<file path="src/rtl/ifm_window_sequencer.sv">
// ifm_window_sequencer: streams one IFM out of IFM RAM in raster order, drives the
// 5x5 line-buffer shift enable and flags the cycles where the taps hold a complete,
// non-wrapping KERNAL_SIZE x KERNAL_SIZE window, with its output-map address.
// Optional feature macro: WINDOW_SEQ_COUNT_EN adds the window_count output.
module ifm_window_sequencer #(
   parameter int unsigned IFM_SIZE              = 14,
   parameter int unsigned KERNAL_SIZE           = 5,
   parameter int unsigned IFM_SIZE_NEXT         = IFM_SIZE - KERNAL_SIZE + 1,
   parameter int unsigned ADDRESS_SIZE_IFM      = $clog2(IFM_SIZE * IFM_SIZE),
   parameter int unsigned ADDRESS_SIZE_NEXT_IFM = $clog2(IFM_SIZE_NEXT * IFM_SIZE_NEXT)
) (
   input  logic                             clk,
   input  logic                             reset,
   input  logic                             start,
   input  logic                             pause,
   output logic                             busy,
   output logic                             done,
   output logic                             ifm_rd_en,
   output logic [ADDRESS_SIZE_IFM-1:0]      ifm_address,
   output logic                             fifo_enable,
   output logic                             window_valid,
   output logic [ADDRESS_SIZE_NEXT_IFM-1:0] ofm_address
`ifdef WINDOW_SEQ_COUNT_EN
   ,
   output logic [ADDRESS_SIZE_NEXT_IFM:0]   window_count
`endif
);

   // Read pointer is one bit wider than the RAM address so it can hold IFM_SIZE^2.
   localparam int unsigned PTR_W = ADDRESS_SIZE_IFM + 1;
   // Row/col push counters; row runs one past the last row after the final push.
   localparam int unsigned RC_W  = $clog2(IFM_SIZE + 1);

   localparam logic [PTR_W-1:0] LAST_ADDR = PTR_W'(IFM_SIZE * IFM_SIZE - 1);
   localparam logic [RC_W-1:0]  LAST_COL  = RC_W'(IFM_SIZE - 1);
   localparam logic [RC_W-1:0]  FIRST_WIN = RC_W'(KERNAL_SIZE - 1);

   typedef enum logic [1:0] {
      IDLE  = 2'd0,
      READ  = 2'd1,
      DRAIN = 2'd2,
      DONE  = 2'd3
   } state_t;

   state_t                      state, state_next;
   logic [PTR_W-1:0]            rd_ptr, rd_ptr_next;
   logic [ADDRESS_SIZE_IFM-1:0] address_next;
   logic                        rd_en_next;
   logic                        done_next;
   logic                        busy_next;
   logic                        start_accept;
   logic [RC_W-1:0]             row, col;

   // State and registered control outputs.
   always_ff @(posedge clk or posedge reset) begin
      if (reset) begin
         state       <= IDLE;
         rd_ptr      <= '0;
         ifm_rd_en   <= 1'b0;
         ifm_address <= '0;
         done        <= 1'b0;
         busy        <= 1'b0;
      end else begin
         state       <= state_next;
         rd_ptr      <= rd_ptr_next;
         ifm_rd_en   <= rd_en_next;
         ifm_address <= address_next;
         done        <= done_next;
         busy        <= busy_next;
      end
   end

   // Next state and next values of the control outputs; rd_ptr holds the next address to issue.
   always_comb begin
      state_next   = state;
      rd_ptr_next  = rd_ptr;
      rd_en_next   = 1'b0;
      address_next = ifm_address;
      done_next    = 1'b0;
      start_accept = 1'b0;
      case (state)
         IDLE: begin
            if (start) begin
               state_next   = READ;
               start_accept = 1'b1;
               rd_en_next   = 1'b1;
               address_next = '0;
               rd_ptr_next  = PTR_W'(1);
            end
         end
         READ: begin
            address_next = ADDRESS_SIZE_IFM'(rd_ptr);
            if (!pause) begin
               rd_en_next  = 1'b1;
               rd_ptr_next = rd_ptr + PTR_W'(1);
               if (rd_ptr == LAST_ADDR) begin
                  state_next = DRAIN;
               end
            end
         end
         DRAIN: begin
            // Last read has landed, been pushed and had its window flagged.
            if (!ifm_rd_en && !fifo_enable) begin
               state_next = DONE;
               done_next  = 1'b1;
            end
         end
         DONE: begin
            state_next = IDLE;
         end
         default: begin
            state_next = IDLE;
         end
      endcase
      busy_next = (state_next != IDLE);
   end

   // Push tracking: shift enable follows the 1-cycle RAM latency, row/col locate each push.
   always_ff @(posedge clk or posedge reset) begin
      if (reset) begin
         fifo_enable  <= 1'b0;
         window_valid <= 1'b0;
         row          <= '0;
         col          <= '0;
         ofm_address  <= '0;
      end else begin
         fifo_enable  <= ifm_rd_en;
         window_valid <= fifo_enable && (row >= FIRST_WIN) && (col >= FIRST_WIN);
         if (start_accept) begin
            row         <= '0;
            col         <= '0;
            ofm_address <= '0;
         end else begin
            if (fifo_enable) begin
               if (col == LAST_COL) begin
                  col <= '0;
                  row <= row + RC_W'(1);
               end else begin
                  col <= col + RC_W'(1);
               end
            end
            if (window_valid) begin
               ofm_address <= ofm_address + ADDRESS_SIZE_NEXT_IFM'(1);
            end
         end
      end
   end

`ifdef WINDOW_SEQ_COUNT_EN
   // Count of valid windows in the current map; holds through IDLE.
   always_ff @(posedge clk or posedge reset) begin
      if (reset) begin
         window_count <= '0;
      end else if (start_accept) begin
         window_count <= '0;
      end else if (window_valid) begin
         window_count <= window_count + (ADDRESS_SIZE_NEXT_IFM + 1)'(1);
      end
   end
`endif

endmodule

</file>
<file path="config.mk">
export PLATFORM = sky130hd
export DESIGN_NAME = ifm_window_sequencer
export DESIGN_NICKNAME = d
export VERILOG_FILES = /design/src/rtl/ifm_window_sequencer.sv
export SDC_FILE = /design/constraint.sdc
export NUM_CORES = 1
export LEC_CHECK = 0
export ABC_AREA = 1
export CAP_MARGIN = 30
export CORE_UTILIZATION = 35
export CTS_CLUSTER_SIZE = 14
export DETAILED_ROUTE_END_ITERATION = 6
export GPL_TIMING_DRIVEN = 0
export HOLD_SLACK_MARGIN = 0.05
export PLACE_DENSITY = 0.63
export SLEW_MARGIN = 25
export SYNTH_ARGS = -nofsm -noshare
export SYNTH_HDL_FRONTEND = slang
export SYNTH_SLANG_ARGS = --single-unit
</file>
<file path="constraint.sdc">
create_clock -name clk -period 2.5 [get_ports clk]
set_input_delay 0.5 -clock clk [delete_from_list [all_inputs] [get_ports clk]]
set_output_delay 0.5 -clock clk [all_outputs]
set_load 0.1 [all_outputs]
</file>
==> results of run 1 <==
==> how the worst max path moves through the flow <==
stage	endpoint	slack, ns	cells past startpoint
6_report	window_valid	0.09	1
5_1_grt	window_valid	0.02	1
4_1_cts	window_valid	0.08	1
3_5_place_dp	window_valid	0.41	1
3_3_place_gp	rd_ptr[7]$_DFFE_PP0P_	0.23	2
2_1_floorplan	ofm_address[6]$_DFFE_PP0P_	0.61	6
==> cells in the mapped netlist <==
library cell	n
dfrtp_1	39
mux2_2	1
o21ai_1	1
o22ai_1	1
ha_1	5
buf_6	2
o21ai_4	1
nor2_4	2
nor3b_1	1
buf_4	1
nand4_1	2
nor2_1	27
mux2i_1	1
nand3_2	1
nand3_1	32
nand2_2	3
o21ai_0	14
inv_1	24
a21oi_1	11
nand2_1	54
nor3_1	1
xor2_1	1
inv_2	2
buf_12	1
==> placed cells by master, fill, tap and decap left out, drive strengths merged, types with 2 or more instances in the layout <==
master	instances
clkdlybuf4s50	23
buf	5
clkbuf	5
dfrtp	39
ha	5
nor2	29
nand2	57
o21ai	16
clkinv	2
nand3	33
nand4	2
inv	26
a21oi	11
==> routing by layer <==
metal	up-vias	GRT usage, %
met3	7	3.84
met5	-	0
met1	738	18.2
li1	797	-
met2	24	24.6
met4	0	5.76
==> kinds of logic (layout without fill, tap and decap cells) <==
family,after synthesis,after routing
and+or+nand+nor,123,123
DFF,39,39
buffers and inverters,30,62
AOI/OAI and AO/OA,28,28
adders and majority gates,5,5
muxes,2,2
xor gates and xnor gates,1,1
==> through the flow <==
stage,cells,setup WS (ns)
2_1_floorplan,228,0.605
3_3_place_gp,321,0.234
3_5_place_dp,322,0.406
4_1_cts,330,0.0773
5_1_grt,330,0.0171
6_report,330,0.0894
==> state kept, by name, indices dropped and copies added, names as in the netlist <==
register	count
ifm_address	8
row	4
rd_ptr	9
done	1
state	2
col	4
fifo_enable	1
busy	1
window_valid	1
ofm_address	7
ifm_rd_en	1
==> area by class of cell <==
type                       instances  share of cell area (%)
buffer                             4                    2.12
clock buffer                       5                    2.92
clock inverter                     3                    1.86
inverter                          26                    4.14
multi-input combinational        159                    33.3
sequential                        39                    41.4
tap                               70                    3.71
timing repair buffer              24                    10.6
==> power by group through the flow <==
| stage | Combinational [mW] | Clock [mW] | Sequential [mW] |
|---|---|---|---|
| after floorplan | 0.327 | 0 | 1.35 |
| after global placement | 0.941 | 0 | 0.940 |
| after detailed placement | 0.961 | 0 | 0.947 |
| after CTS | 0.963 | 0.548 | 0.936 |
| after global routing | 1.05 | 0.574 | 0.964 |
| final | 0.952 | 0.528 | 0.937 |
==> results.toml, run 1 <==
[timing]
timing.fmax_ghz = 0.415
drv_slew = 0
finalHoldViolations = 0
fin_setup_tns_ns = 0
tightest_slew_ns = 0.976
slew_headroom_pct = 34.7
finalSetupViolations = 0
holdWs_ns = 0.426
rsz0062_at_grt = "false"
period_share_pct = 96.4
fin_worst_skew_ns = 0.0103
period_minus_slack_ns = 2.41

[detailed_routing]
drtIter0Drc = 71
drcViolationCount = 0
wl_met3_um = 119
met1_length_mm = 1.81
top_layer_used = "met4"
wl_per_cell_um = 11.3
ant_nets = 0
wl_met2_mm = 1.76
viasPerCell = 4.75
drtPass1Iterations = 4
wl_mm = 3.74
vias = 1566

[finish]
utilization_pct = 45.6
fillers = 514
final_area_um2 = 2360
regArea_um2 = 976
area_growth_pct = 23.6
drive_gt1_share_pct = 9.23
nNetsFinal = 268
diodes = 0
multiInputGateArea_um2 = 786

[clocking]
ctsResizeCount = 0
cts_tree = "built"
cts.reportedPaths.clkPinSlew_ns = 0.08
numCtsBuffers = 5
post_cts_buffers = 0
root_buffer = "clkbuf_8"
cts_num_sinks = 39
htree_num_levels = 2
clk_path_buf_depth = 2
clk_latency_ns = 0.30
ctsHoldBuffers = 0

[synth]
syn_nets = 237
synth_top_area_cell = "dfrtp_1"
yosys.cell_types.count = 24
synth-xor-area-share_pct = 0.459
yosys_warnings = 0
ys_seq_area_share_pct = 51.1
ys_ff_latch = 39
synthMuxAreaShare_pct = 1.11
synthCells = 228
synth_top_family_by_area = "simple AND/OR/NAND/NOR gates"
synthAdderAreaFrac_pct = 3.28
syn-cell-area_um2 = 1910
synthSimpleGateAreaFrac_pct = 28.3
postSynthAreaPerCell_um2 = 8.37
synth-compound-area-share_pct = 7.99
synthDominantCellAreaShare_pct = 51.1
yosys-top-cells-area = "dfrtp_1 51%, nand2_1 11%, nand3_1 8.4%, nor2_1 5.3%, inv_1 4.7%"

[worst_setup_path]
worstPathCellList = "clkdlybuf4s50_1"
crit_path_end_kind = "output pin"
r2r-start = "rd_ptr[1]$_DFFE_PP0P_"
cp.arrival_ns = 1.91
r2r_setup_slack_ns = 1.18
cp_max_fo = 6
cp_slowest_stage_delay_ns = 1.17
rr_endpoint = "rd_ptr[8]$_DFFE_PP0P_"
slowest_stage = "clkdlybuf4s50_1"
startpoint_type = "flop"
critical_path_buf_inv_count = 1
cp_data_required_time_ns = 2.00
cp_top_family = "buffers and inverters"
r2r_cells = 6
critPathLaunch = "window_valid$_DFF_PP0_"
path_class = "flop to output pin"

[floorplanning]
die_y_um = 75.9
core_area_um2 = 5170
io_pins = 24
die_x_um = 75.9
start_util_pct = 36.9
die_area_um2 = 5750
rows = 26

[placed_design]
post-dp-hpwl_mm = 2.74
port-buffer-count = 23
place_area_um2 = 2250
gp_congestion = 0.881

[grt]
antenna_found_initial = 0
grt_max_degree = 29
grt-ovfl-total = 0
grt_first_pass_wirelength_mm = 6.40
grt_pass1_vias = 1472
grt_usage_pct = 14.7

[power]
pwr-share-clk_pct = 21.8
intPower_mw = 1.35
vdd.ir_drop.worst_mv = 0.403
p_seq_share_pct = 38.8
comb_power_share_pct = 39.4
p_total_mw = 2.42
powerDensity_nw_per_um2 = 1020
p_sw_mw = 1.07
swShare_pct = 44.3
p_leak_nw = 1.14

[outcome]
status = "complete, no violations"

[worst_hold_path]
hold_end = "fifo_enable$_DFF_PP0_"
hp-class = "flop to flop"
min_path_cells = 0
min_from = "ifm_rd_en$_DFF_PP0_"

[job]
cap_violations = 0
Power figures use the tool's default switching activity.
==> run 2, diff against run 1 <==
- CORE_MARGIN: default -> 2
==> run 2 against run 1 <==
Via count is 1.3% lower. First-iteration DRC count grew 20%. Clock skew fell by 0.0018 ns. Sequential power is essentially flat. Critical path depth did not move. Highest routed layer unchanged.
==> results.toml, run 2 (synthesized netlist as in run 1, its figures left out) <==
[finish]
mostFrequentLayoutCells = "54 x nand2_1, 39 x dfrtp_1, 32 x nand3_1"
nNetsFinal = 268
diodes = 0
area_growth_pct = 22.3
final_common_cell = "nand2_1"
reg_top3 = "rd_ptr x9, ifm_address x8, ofm_address x7"
regMostFlops = "rd_ptr"
drive_gt1_share_pct = 9.23
largest_reg_flops = 9
fillers = 498

[worst_setup_path]
worstPathCellList = "clkdlybuf4s50_1"
cp_data_required_time_ns = 2.00
cp_top_family = "buffers and inverters"
crit_path_end_kind = "output pin"
startpoint_type = "flop"
cp.arrival_ns = 1.91
critical_path_buf_inv_count = 1
cp_max_fo = 6
cp_slowest_stage_delay_ns = 1.17
slowest_stage = "clkdlybuf4s50_1"
path_class = "flop to output pin"

[timing]
drv_slew = 0
finalHoldViolations = 0
rsz0062_at_grt = "false"
timing.fmax_ghz = 0.415
slew_headroom_pct = 34.4
tightest_slew_ns = 0.981
finalSetupViolations = 0
period_minus_slack_ns = 2.41
fin_setup_tns_ns = 0
period_share_pct = 96.3
fin_worst_skew_ns = 0.00850

[worst_hold_path]
hp-class = "flop to flop"

[detailed_routing]
ant_nets = 0
drtPass1Iterations = 4
drcViolationCount = 0
drtIter0Drc = 85
wl_per_cell_um = 11.2
wl_mm = 3.71
viasPerCell = 4.68
vias = 1545

[clocking]
htree_num_levels = 2
numCtsBuffers = 5
cts_num_sinks = 39
cts_tree = "built"
clk_latency_ns = 0.29
cts.reportedPaths.clkPinSlew_ns = 0.08
root_buffer = "clkbuf_8"
ctsHoldBuffers = 0
post_cts_buffers = 0
ctsResizeCount = 0
clk_path_buf_depth = 2

[job]
cap_violations = 0

[grt]
grt-busiest-layer = "met2"
grt_pass1_vias = 1457
grt-ovfl-total = 0
grt_first_pass_wirelength_mm = 6.47
met2_usage_pct = 23.3
grt_max_degree = 29
antenna_found_initial = 0
use_met3_pct = 3.72
use_met1_pct = 15.9
grt_usage_pct = 13.6

[floorplanning]
rows = 26
io_pins = 24
core_area_um2 = 5170
die_area_um2 = 6060
start_util_pct = 36.9
die_x_um = 77.9
die_y_um = 77.9

[power]
intPower_mw = 1.24
p_leak_nw = 1.12
p_total_mw = 2.30
comb_power_share_pct = 41.3
pwr-share-clk_pct = 18.2
swShare_pct = 46.0
powerDensity_nw_per_um2 = 985
p_sw_mw = 1.06
p_seq_share_pct = 40.6
vdd.ir_drop.worst_mv = 0.463

[outcome]
status = "complete, no violations"

[placed_design]
gp_congestion = 0.810
post-dp-hpwl_mm = 2.75
port-buffer-count = 23
## run 2: path summary, 6_finish.rpt
kind / to / slack (ns) / cells after the start / from
max in group asynchronous: rd_ptr[8]$_DFFE_PP0P_ / 1.61 / 3 / reset
min in group asynchronous: ifm_address[5]$_DFFE_PP0P_ / 0.45 / 2 / reset
max: window_valid / 0.09 / 1 / window_valid$_DFF_PP0_
min: fifo_enable$_DFF_PP0_ / 0.43 / 0 / ifm_rd_en$_DFF_PP0_
max reg2reg: rd_ptr[8]$_DFFE_PP0P_ / 1.13 / 6 / rd_ptr[0]$_DFFE_PP0P_
min reg2reg: fifo_enable$_DFF_PP0_ / 0.43 / 0 / ifm_rd_en$_DFF_PP0_
## run 2: per-stage QoR
stage | hold slack [ns] | util, % | area (µm²) | instances | setup slack [ns]
floorplan | 0.471 | - | 1910 | 228 | 0.605
global placement | 0.422 | 43.1 | 2230 | 321 | 0.228
detailed placement | 0.412 | 43.4 | 2250 | 322 | 0.400
CTS | 0.437 | 45.2 | 2340 | 330 | 0.0695
global route | 0.448 | 45.2 | 2340 | 330 | 0.00310
finish | 0.426 | 45.2 | 2340 | 330 | 0.0929
## run 2: area by class of cell
class / instances / area [µm²] / area share (%)
buffer: 4 / 50.0 / 2.14
clock buffer: 5 / 68.8 / 2.95
clock inverter: 3 / 20.0 / 0.857
inverter: 26 / 97.6 / 4.18
multi-input combinational: 159 / 786 / 33.6
sequential: 39 / 976 / 41.8
tap: 70 / 87.6 / 3.75
timing repair buffer: 24 / 250 / 10.7
## run 2: power groups by stage
stage / logic (mW) / clock network [mW] / registers (mW)
after floorplan: 0.327 / 0 / 1.35
after global placement: 0.943 / 0 / 0.942
after detailed placement: 0.961 / 0 / 0.945
after CTS: 0.961 / 0.438 / 0.935
after global routing: 1.04 / 0.467 / 0.962
final: 0.949 / 0.418 / 0.934
## run 2: per-layer routing
layer / share of wire (%) / vias to the layer above
met5: 0 / -
li1: - / 801
met1: 46 / 710
met4: 1.8 / 0
met2: 49 / 28
met3: 3.8 / 6
==> run 3, diff against run 2 <==
- PLACE_DENSITY: 0.63 -> 0.56
==> run 3 against run 2 <==
Flip-flop and latch count unchanged. Register-to-register slack better by 0.02 ns. Sequential share of layout area fell by 0.51 points. Total power increased by 5.6%. Sequential power hardly changed. Largest power group unchanged. Combinational power about the same.
==> results.toml, run 3 (synthesized netlist as in run 1, its figures left out) <==
[detailed_routing]
wl_mm = 3.83
wl_met2_mm = 1.73
drtPass1Iterations = 4
top_layer_used = "met4"
wl_per_cell_um = 11.6
drtIter0Drc = 81
ant_nets = 0
drcViolationCount = 0
wl_met3_um = 113
viasPerCell = 4.60
met1_length_mm = 1.93
vias = 1517

[worst_setup_path]
critPathLaunch = "fifo_enable$_DFF_PP0_"
r2r-start = "rd_ptr[0]$_DFFE_PP0P_"
startpoint_type = "flop"
crit_path_end_kind = "output pin"
worstPathCellList = "clkdlybuf4s50_1"
cp_top_family = "buffers and inverters"
cp_slowest_stage_delay_ns = 1.16
slowest_stage = "clkdlybuf4s50_1"
critical_path_buf_inv_count = 1
path_class = "flop to output pin"
cp.arrival_ns = 1.89
cp_data_required_time_ns = 2.00
cp_max_fo = 5

[power]
p_leak_nw = 1.14
powerDensity_nw_per_um2 = 1030
vdd.ir_drop.worst_mv = 0.496
p_total_mw = 2.43

[clocking]
clk_latency_ns = 0.29
post_cts_buffers = 0
cts_tree = "built"
root_buffer = "clkbuf_8"
cts_num_sinks = 39
numCtsBuffers = 5
cts.reportedPaths.clkPinSlew_ns = 0.08
ctsHoldBuffers = 0
ctsResizeCount = 0
clk_path_buf_depth = 2
htree_num_levels = 2

[finish]
drive_gt1_share_pct = 9.23
final_common_cell = "nand2_1"
fillers = 500
largest_reg_flops = 9
nNetsFinal = 268
regMostFlops = "rd_ptr"
utilization_pct = 45.7
reg_top3 = "rd_ptr x9, ifm_address x8, ofm_address x7"
diodes = 0
area_growth_pct = 23.9
mostFrequentLayoutCells = "54 x nand2_1, 39 x dfrtp_1, 32 x nand3_1"

[worst_hold_path]
hp-class = "flop to flop"
min_from = "ifm_rd_en$_DFF_PP0_"

[grt]
grt-ovfl-total = 0
grt_max_degree = 29
antenna_found_initial = 0
grt_first_pass_wirelength_mm = 6.68
grt_usage_pct = 14.1
grt_pass1_vias = 1445

[floorplanning]
die_x_um = 77.9
start_util_pct = 36.9
core_area_um2 = 5170
die_y_um = 77.9
rows = 26
die_area_um2 = 6060
io_pins = 24

[timing]
rsz0062_at_grt = "false"
fin_setup_tns_ns = 0
slew_headroom_pct = 34.7
period_share_pct = 95.5
tightest_slew_ns = 0.977
setup_ws_ns = 0.112
fin_worst_skew_ns = 0.00576
finalSetupViolations = 0
finalHoldViolations = 0
timing.fmax_ghz = 0.419
drv_slew = 0
period_minus_slack_ns = 2.39
holdWs_ns = 0.428

[placed_design]
gp_congestion = 0.804
place_ws_ns = 0.416
post-dp-hpwl_mm = 2.83
port-buffer-count = 23

[outcome]
status = "complete, no violations"

[job]
cap_violations = 0
run 3: cell types whose count changed in the layout (fill, tap and decap cells not counted):
cell	delta
clkinvlp_4	-2
clkbuf_8	+1
bufinv_16	+1
run 3: worst paths after layout:
kind	end	slack (ns)	cells past startpoint
worst max-delay path	fifo_enable	0.11	1
worst min-delay path	fifo_enable$_DFF_PP0_	0.43	0
worst max register to register	rd_ptr[8]$_DFFE_PP0P_	1.15	6
worst min register to register	fifo_enable$_DFF_PP0_	0.43	0
max in group asynchronous	col[3]$_DFFE_PP0P_	1.61	3
min in group asynchronous	ifm_address[6]$_DFFE_PP0P_	0.46	2
run 3: final cells by class:
class,instances,area [µm²],area share (%)
clock inverters,2,35.0,1.48
repair buffers,24,250,10.6
clock buffers,6,82.6,3.49
flip-flops and latches,39,976,41.3
well taps,70,87.6,3.70
plain buffers,4,50.0,2.12
inverters,26,97.6,4.13
multi-input cells,159,786,33.2
run 3: report_power, final:
group	switching [mW]	leakage [nW]	total, mW	internal, mW
clock network	0.222	0.0612	0.545	0.323
registers	0.148	0.506	0.933	0.785
logic	0.688	0.572	0.951	0.263
total	1.06	1.14	2.43	1.37
run 3: metrics by stage:
stage	instance area [µm²]	instances
after detailed placement	2250	322
after global routing	2360	330
after global placement	2230	321
after floorplan	1910	228
after CTS	2360	330
final	2360	330
run 3: per-layer routing:
metal,vias up,GRT usage [%]
met2,19,22.1
met3,5,2.91
met4,0,5.89
met1,696,18.8
met5,-,0
li1,797,-
